### config.mk
export PLATFORM = sky130hd
export DESIGN_NAME = imem_line_responder
export DESIGN_NICKNAME = d
export VERILOG_FILES = /design/src/rtl/icache_mem_pkg.sv /design/src/rtl/imem_line_responder.sv
export SDC_FILE = /design/constraint.sdc
export NUM_CORES = 1
export LEC_CHECK = 0
export BUFFER_PORTS_ARGS = -buffer_cell sky130_fd_sc_hd__buf_2
export CELL_PAD_IN_SITES_DETAIL_PLACEMENT = 0
export CELL_PAD_IN_SITES_GLOBAL_PLACEMENT = 1
export CORE_MARGIN = 4
export CORE_UTILIZATION = 37
export CTS_CLUSTER_SIZE = 10
export DETAILED_ROUTE_END_ITERATION = 7
export GPL_ROUTABILITY_DRIVEN = 1
export GPL_TIMING_DRIVEN = 0
export PLACE_DENSITY_LB_ADDON = 0.1
export SKIP_CTS_REPAIR_TIMING = 1
export SYNTH_ARGS = -nofsm -noshare
export SYNTH_HDL_FRONTEND = slang
export SYNTH_SLANG_ARGS = --single-unit
### constraint.sdc
create_clock -name clk -period 2 [get_ports clk]
set_clock_uncertainty 0.1 [all_clocks]
set_input_delay 0 -clock clk [delete_from_list [all_inputs] [get_ports clk]]
set_output_delay 0 -clock clk [all_outputs]
set_load 0.05 [all_outputs]
### src/rtl/icache_mem_pkg.sv
// Line geometry and responder state encoding shared by the icache and its
// memory-side line responder.
package icache_mem_pkg;

  function automatic int line_bits(input int num_blocks, input int block_size);
    return 8 * block_size * num_blocks;
  endfunction

  function automatic int beats(input int num_blocks, input int block_size);
    return line_bits(num_blocks, block_size) / 32;
  endfunction

  function automatic int offset_bits(input int num_blocks);
    return $clog2(num_blocks);
  endfunction

  // Bit position of the 32-bit slice filled by a given beat.
  function automatic int beat_lsb(input int beat);
    return beat * 32;
  endfunction

  typedef enum logic [2:0] {
    IDLE,
    FETCH,
    DRAIN,
    RESP,
    HOLD
  } resp_state_t;

endpackage

### src/rtl/imem_line_responder.sv
// Serves one icache line fill by reading BEATS consecutive 32-bit words from a
// synchronous-read backing memory and presenting the line with a ready pulse.
module imem_line_responder
  import icache_mem_pkg::*;
#(
  parameter int NUM_BLOCKS     = 4,
  parameter int BLOCK_SIZE     = 2,
  parameter int WORD_ADDR_BITS = 16,
  localparam int LINE_BITS     = line_bits(NUM_BLOCKS, BLOCK_SIZE)
) (
  input  logic                      clk,
  input  logic                      resetn,
  input  logic                      mem_req_valid,
  output logic                      mem_req_ready,
  input  logic [31:0]               mem_req_addr,
  output logic [LINE_BITS-1:0]      mem_req_rdata,
  output logic                      word_en,
  output logic [WORD_ADDR_BITS-1:0] word_addr,
  input  logic [31:0]               word_rdata
);

  localparam int BEATS       = beats(NUM_BLOCKS, BLOCK_SIZE);
  localparam int OFFSET_BITS = offset_bits(NUM_BLOCKS);
  localparam int IDX_W       = 30 - OFFSET_BITS;
  localparam int BEAT_SHIFT  = $clog2(BEATS);
  localparam int BEAT_W      = (BEATS > 1) ? BEAT_SHIFT : 1;

  if ((LINE_BITS % 32) != 0 || BEATS < 1 || (BEATS & (BEATS - 1)) != 0 ||
      (NUM_BLOCKS & (NUM_BLOCKS - 1)) != 0 || WORD_ADDR_BITS >= 32) begin : g_bad_geometry
    $error("imem_line_responder: unsupported line geometry");
  end

  resp_state_t          state_q, state_d;
  logic [BEAT_W-1:0]    beat_q;
  logic [IDX_W-1:0]     line_q;
  logic [LINE_BITS-1:0] rdata_q;
  logic [31:0]          word_full;
  logic                 unused_bits;

  always_comb begin
    state_d = state_q;
    unique case (state_q)
      IDLE:    if (mem_req_valid) state_d = FETCH;
      FETCH: begin
        if (!mem_req_valid)                      state_d = IDLE;
        else if (beat_q == BEAT_W'(BEATS - 1))   state_d = DRAIN;
      end
      DRAIN:   state_d = mem_req_valid ? RESP : IDLE;
      RESP:    state_d = HOLD;
      HOLD:    if (!mem_req_valid) state_d = IDLE;
      default: state_d = IDLE;
    endcase
  end

  // Each read returns one cycle late, so a FETCH cycle stores the word
  // requested by the previous beat and DRAIN stores the last one.
  always_ff @(posedge clk or negedge resetn) begin
    if (!resetn) begin
      state_q <= IDLE;
      beat_q  <= '0;
      line_q  <= '0;
      rdata_q <= '0;
    end else begin
      state_q <= state_d;
      unique case (state_q)
        IDLE: begin
          if (mem_req_valid) begin
            line_q <= mem_req_addr[31:OFFSET_BITS+2];
            beat_q <= '0;
          end
        end
        FETCH: begin
          if (mem_req_valid) begin
            if (beat_q != '0)
              rdata_q[beat_lsb(int'(beat_q) - 1) +: 32] <= word_rdata;
            if (beat_q != BEAT_W'(BEATS - 1))
              beat_q <= beat_q + 1'b1;
          end
        end
        DRAIN: begin
          if (mem_req_valid)
            rdata_q[beat_lsb(BEATS - 1) +: 32] <= word_rdata;
        end
        default: ;
      endcase
    end
  end

  // Beat count is a power of two, so the shift-or is a plain concat.
  assign word_full     = (32'(line_q) << BEAT_SHIFT) | 32'(beat_q);
  assign word_en       = (state_q == FETCH);
  assign word_addr     = word_en ? word_full[WORD_ADDR_BITS-1:0] : '0;
  assign mem_req_ready = (state_q == RESP);
  assign mem_req_rdata = rdata_q;

  assign unused_bits = ^{mem_req_addr[OFFSET_BITS+1:0], word_full[31:WORD_ADDR_BITS]};

endmodule

* Yosys cells after proc, flatten, opt, wreduce, memory -nomap -nowiden
Index checks and enable logic that the tools add are counted.
Operators by class: add/sub/neg operators 3, $mul 0, divide/modulo/power cells 0, $lt $le $gt $ge 0, equal/unequal tests 10, shift-type cells 2, muxes and demuxes 16, bitwise operators 1, reductions and logical operators 8
Operators with widths (count):
- $mux W64 | 2
- $bwmux W64 | 1
- $pmux W32 S2 | 1
- $shift A32 B33 Y64 const A | 1
- $shiftx A32 B33 Y64 | 1
- $neg A7 Y33 | 1
- $mux W32 | 1
- $mux W16 | 1
- $or A16 B1 Y16 | 1
- $pmux W3 S5 | 1
- $mux W3 | 4
- $reduce_and A3 Y1 | 3
- $ne A2 B2 Y1 const B | 4
- $eq A3 B2 Y1 const B | 2
- $reduce_and A4 Y1 | 1
- $reduce_bool A2 Y1 | 2
- $eq A3 B1 Y1 const B | 1
- $eq A3 B3 Y1 const B | 1
- $logic_not A3 Y1 | 1
- $mux W1 | 3
- $ne A3 B2 Y1 const B | 1
- $mux W2 | 1
- $ne A2 B1 Y1 const B | 1
- $pmux W1 S2 | 1
- 3 further kinds | 3
Storage, ports and cells: flip-flop bits (word level) 83, latch bits 0, bits in writable memories 0, ROM bits 0, input bits 67, output and inout port bits 82, memories kept 0

* Longest topological paths before layout
depth in word-level cells 7, mapped depth 5, gate-level depth less buffers 3

* Worst setup path before layout
No wires, ideal clock.
kind register to output, start point reg state_q[1], end point out word_addr[0], arrival 1.623 ns, slack 0.277 ns, cell stages (with the launch flop) 5, path through dfrtp_1 -> buf_2 -> nor3b_2 -> buf_2 -> and2_1
On the way: word-level cells in the longest chain between the ends 2
Ends and longest elaborated chain:
- start, declared | RTL line imem_line_responder.sv:33 | resp_state_t state_q, state_d;
- start signal, assigned | RTL line imem_line_responder.sv:64 | state_q <= state_d;
- $eq A3 B1 Y1 | RTL line imem_line_responder.sv:91 | assign word_en = (state_q == FETCH);
- net word_en | RTL line imem_line_responder.sv:17 | output logic word_en,
- $mux W16 | RTL line imem_line_responder.sv:92 | assign word_addr = word_en ? word_full[WORD_ADDR_BITS-1:0] : '0;
- end, declared | RTL line imem_line_responder.sv:18 | output logic [WORD_ADDR_BITS-1:0] word_addr,
The timed path passes the listed nets, and every way through them passes these cells.

* Worst setup path after layout
start point reg state_q[0], end point out word_addr[12]
On the way: word-level cells in the longest chain between the ends 2
Ends and longest elaborated chain (RTL line):
- $eq A3 B1 Y1 | imem_line_responder.sv:91
- $mux W16 | imem_line_responder.sv:92
No other way between the ends.

==> metrics.txt <==
# TYPE chip_impl_metric gauge
chip_impl_info{name="run_status",value="completed"} 1
chip_impl_metric{name="report.final.setup_viol",unit=""} 0
chip_impl_metric{name="postSynthCellCount",unit=""} 203
chip_impl_metric{name="antenna_left",unit=""} 0
chip_impl_metric{name="final_core_utilization",unit="%"} 55.1
chip_impl_metric{name="timing_worst_slew_pin_value",unit="ns"} 0.501
chip_impl_info{name="yosys_most_used_dff",value="dfrtp_1"} 1
chip_impl_metric{name="postSynth.asyncResetShare",unit="%"} 100
chip_impl_metric{name="grt_overflow",unit=""} 0
chip_impl_metric{name="total_die_area",unit="µm²"} 10400
chip_impl_metric{name="final-hold-violation-count",unit=""} 0
chip_impl_metric{name="finalMaxSlewViolations",unit=""} 0
chip_impl_metric{name="drt_iter0_markers",unit=""} 16
chip_impl_metric{name="number_of_nets_at_the_end_of_the_flow",unit=""} 463
chip_impl_metric{name="cp_data_required_time",unit="ns"} 1.90
chip_impl_metric{name="chipHeight",unit="µm"} 102
chip_impl_metric{name="max_slew_margin",unit="%"} 66.6
chip_impl_metric{name="number_of_global_route_vias_before_repair",unit=""} 2207
chip_impl_metric{name="via_count",unit=""} 2280
chip_impl_metric{name="design.core.area",unit="µm²"} 8680
chip_impl_metric{name="drt-pass1-iter-count",unit=""} 4
chip_impl_info{name="min_path_type",value="in2async"} 1
chip_impl_metric{name="postSynthAreaPerCell",unit="µm²"} 16.1
chip_impl_info{name="critical_path.endpoint_type",value="output port"} 1
chip_impl_metric{name="timing.final.crit_share",unit="%"} 92.2
chip_impl_info{name="root_buffer",value="clkbuf_8"} 1
chip_impl_metric{name="multi_input_gate_area",unit="µm²"} 1130
chip_impl_metric{name="final_layout_size_suffix_gt1_share",unit="%"} 59.3
chip_impl_metric{name="grt_antenna_before_repair",unit=""} 0
chip_impl_metric{name="ff2ff_setup_slack",unit="ns"} 0.24
chip_impl_metric{name="numCtsBuffers",unit=""} 9
chip_impl_metric{name="detail_route.wirelength",unit="mm"} 7.40
chip_impl_metric{name="place.port_buffers",unit=""} 131
chip_impl_info{name="tritoncts_clock_tree",value="done"} 1
chip_impl_metric{name="largest_net_degree_at_the_start_of_global_routing",unit=""} 48
chip_impl_metric{name="avgRoutedWirePerCell",unit="µm"} 14.6
chip_impl_info{name="ys_top_cells_by_count",value="dfrtp_1 (83), mux2_2 (74), and2_1 (16)"} 1
chip_impl_metric{name="period_minus_slack",unit="ns"} 1.84
chip_impl_metric{name="crit_arrival",unit="ns"} 1.74
chip_impl_info{name="timing_worst_setup_path_type",value="reg2out"} 1
chip_impl_metric{name="drcViolationCount",unit=""} 0
chip_impl_metric{name="synth-seq-area-share",unit="%"} 63.4
chip_impl_metric{name="yosys_warnings",unit=""} 0
chip_impl_metric{name="achievable-frequency",unit="GHz"} 0.542
chip_impl_metric{name="cap_viol_max_count",unit=""} 0
chip_impl_metric{name="placementRows",unit=""} 34
chip_impl_metric{name="chipWidth",unit="µm"} 102
chip_impl_metric{name="globalRouteTotalUtil",unit="%"} 13.7
chip_impl_metric{name="seqCellArea",unit="µm²"} 2080
chip_impl_metric{name="area_growth_syn_to_layout",unit="%"} 46.0
chip_impl_metric{name="syn-cell-area",unit="µm²"} 3280
chip_impl_info{name="timing.critical_path.from_type",value="flop"} 1
chip_impl_metric{name="clock_tree.htree_level_count",unit=""} 3
chip_impl_metric{name="finish.cell_count_without_fillers",unit=""} 508
chip_impl_metric{name="floorplan.initialDensity",unit="%"} 37.8
chip_impl_metric{name="synth.lib_cells_used.distinct",unit=""} 17
chip_impl_metric{name="antennaDiodeCount",unit=""} 0
chip_impl_metric{name="n_fill_cell",unit=""} 744
chip_impl_metric{name="cts.sink_count",unit=""} 83
chip_impl_metric{name="synth_enable_flop_cells",unit=""} 0
chip_impl_metric{name="hpwlAfterDp",unit="mm"} 5.29
chip_impl_metric{name="detail_route.vias_per_cell",unit=""} 4.49
chip_impl_metric{name="placedCellCount",unit=""} 443
chip_impl_info{name="synth_most_common_cell",value="dfrtp_1"} 1
chip_impl_metric{name="global_route_wire_length_before_repair",unit="mm"} 11.0
chip_impl_metric{name="ys_seq_elements",unit=""} 83
chip_impl_metric{name="synth_top_area_share",unit="%"} 63.4
chip_impl_info{name="grt_setup_unrepaired",value="false"} 1
chip_impl_metric{name="dpl-instance-area",unit="µm²"} 4100
chip_impl_info{name="synth_top_cells_by_area",value="dfrtp_1 (63%), mux2_2 (25%), and2_1 (3.1%)"} 1
chip_impl_metric{name="clkSlewWorstSetupHoldPaths",unit="ns"} 0.08
chip_impl_metric{name="clock_latency_at_the_later_pin_of_the_worst_skew_pair",unit="ns"} 0.33
chip_impl_metric{name="critPathMaxFanout",unit=""} 10
chip_impl_metric{name="pin_count",unit=""} 149
chip_impl_metric{name="synth.net_count",unit=""} 270
chip_impl_metric{name="setup-tns-final",unit="ns"} 0
chip_impl_metric{name="gp_routability_congestion",unit=""} 0.702
chip_impl_info{name="yosys.area.top_type",value="dfrtp_1"} 1
chip_impl_metric{name="maximum_count_of_clock_buffers_along_a_single_path",unit=""} 2
chip_impl_metric{name="final_design_area_no_fill",unit="µm²"} 4780
[final cells by class]
cell class / count / area share (%)
buffer: 9 / 1.54
clock buffer: 10 / 2.67
clock inverter: 5 / 1.15
multi-input combinational: 111 / 23.7
sequential: 83 / 43.4
tap: 108 / 2.82
timing repair buffer: 182 / 24.7
[sequential cells by signal, indices dropped and copies added (netlist names)]
name / flops
beat_q: 1
line_q: 15
mem_req_rdata: 64
state_q: 3
[through the flow]
step / hold slack (ns) / worst slack (ns)
floorplan: -0.396 / 0.277
global placement: 0.132 / 0.0823
detailed placement: -0.0970 / 0.214
CTS: -0.475 / -0.133
global route: 0.111 / 0.0489
finish: 0.0701 / 0.156
[worst paths after layout]
kind	start	to	cells after the start
hold reg to reg	mem_req_rdata[30]$_DFFE_PN0P_	mem_req_rdata[30]$_DFFE_PN0P_	1
setup reg to reg	state_q[2]$_DFFE_PN0P_	mem_req_rdata[6]$_DFFE_PN0P_	4
min in group clk	mem_req_addr[15]	line_q[11]$_DFFE_PN0P_	3
hold / removal	resetn	line_q[1]$_DFFE_PN0P_	2
setup / recovery	state_q[0]$_DFFE_PN0P_	word_addr[12]	4
max in group asynchronous	resetn	mem_req_rdata[41]$_DFFE_PN0P_	3
[layout by cell type (no fill, tap or decap), drive strengths merged, types with 2 or more instances in the layout]
| cell | synthesis | layout |
|---|---|---|
| buf | 9 | 142 |
| dfrtp | 83 | 83 |
| mux2 | 80 | 80 |
| dlygate4sd3 | 0 | 49 |
| and2 | 16 | 16 |
| clkbuf | 0 | 10 |
| nor2 | 5 | 5 |
| o21a | 2 | 2 |
| nor3 | 2 | 2 |
| clkinvlp | 0 | 2 |
| clkinv | 0 | 2 |
| nand2b | 2 | 2 |
[routing by layer]
metal / wire length, µm / global-route usage [%] / vias to the layer above
met4: 78 / 5.45 / 0
met2: 3440 / 21.2 / 94
met5: 0 / 0 / -
met1: 3210 / 17.5 / 1088
met3: 665 / 4.91 / 6
li1: - / - / 1092
[cells by family (layout without fill, tap and decap cells)]
logic type / after synthesis / count (layout) / synth area share, %
AO/OA/AOI/OAI: 3 / 3 / 0.725
buffers and inverters: 9 / 206 / 2.25
flip-flops: 83 / 83 / 63.4
multiplexers: 80 / 80 / 27.5
AND/OR/NAND/NOR: 28 / 28 / 6.15
[worst max-delay path, cell delays in order, from the launching register on]
cell and delay (ns):
dfrtp_1 0.51, nor3b_4 0.25, buf_2 0.23, and2_1 0.15, buf_2 0.26
Power is left out: the tool's default activity adds up to more than one toggle a clock period on the data nets, which glitch-free logic cannot reach.
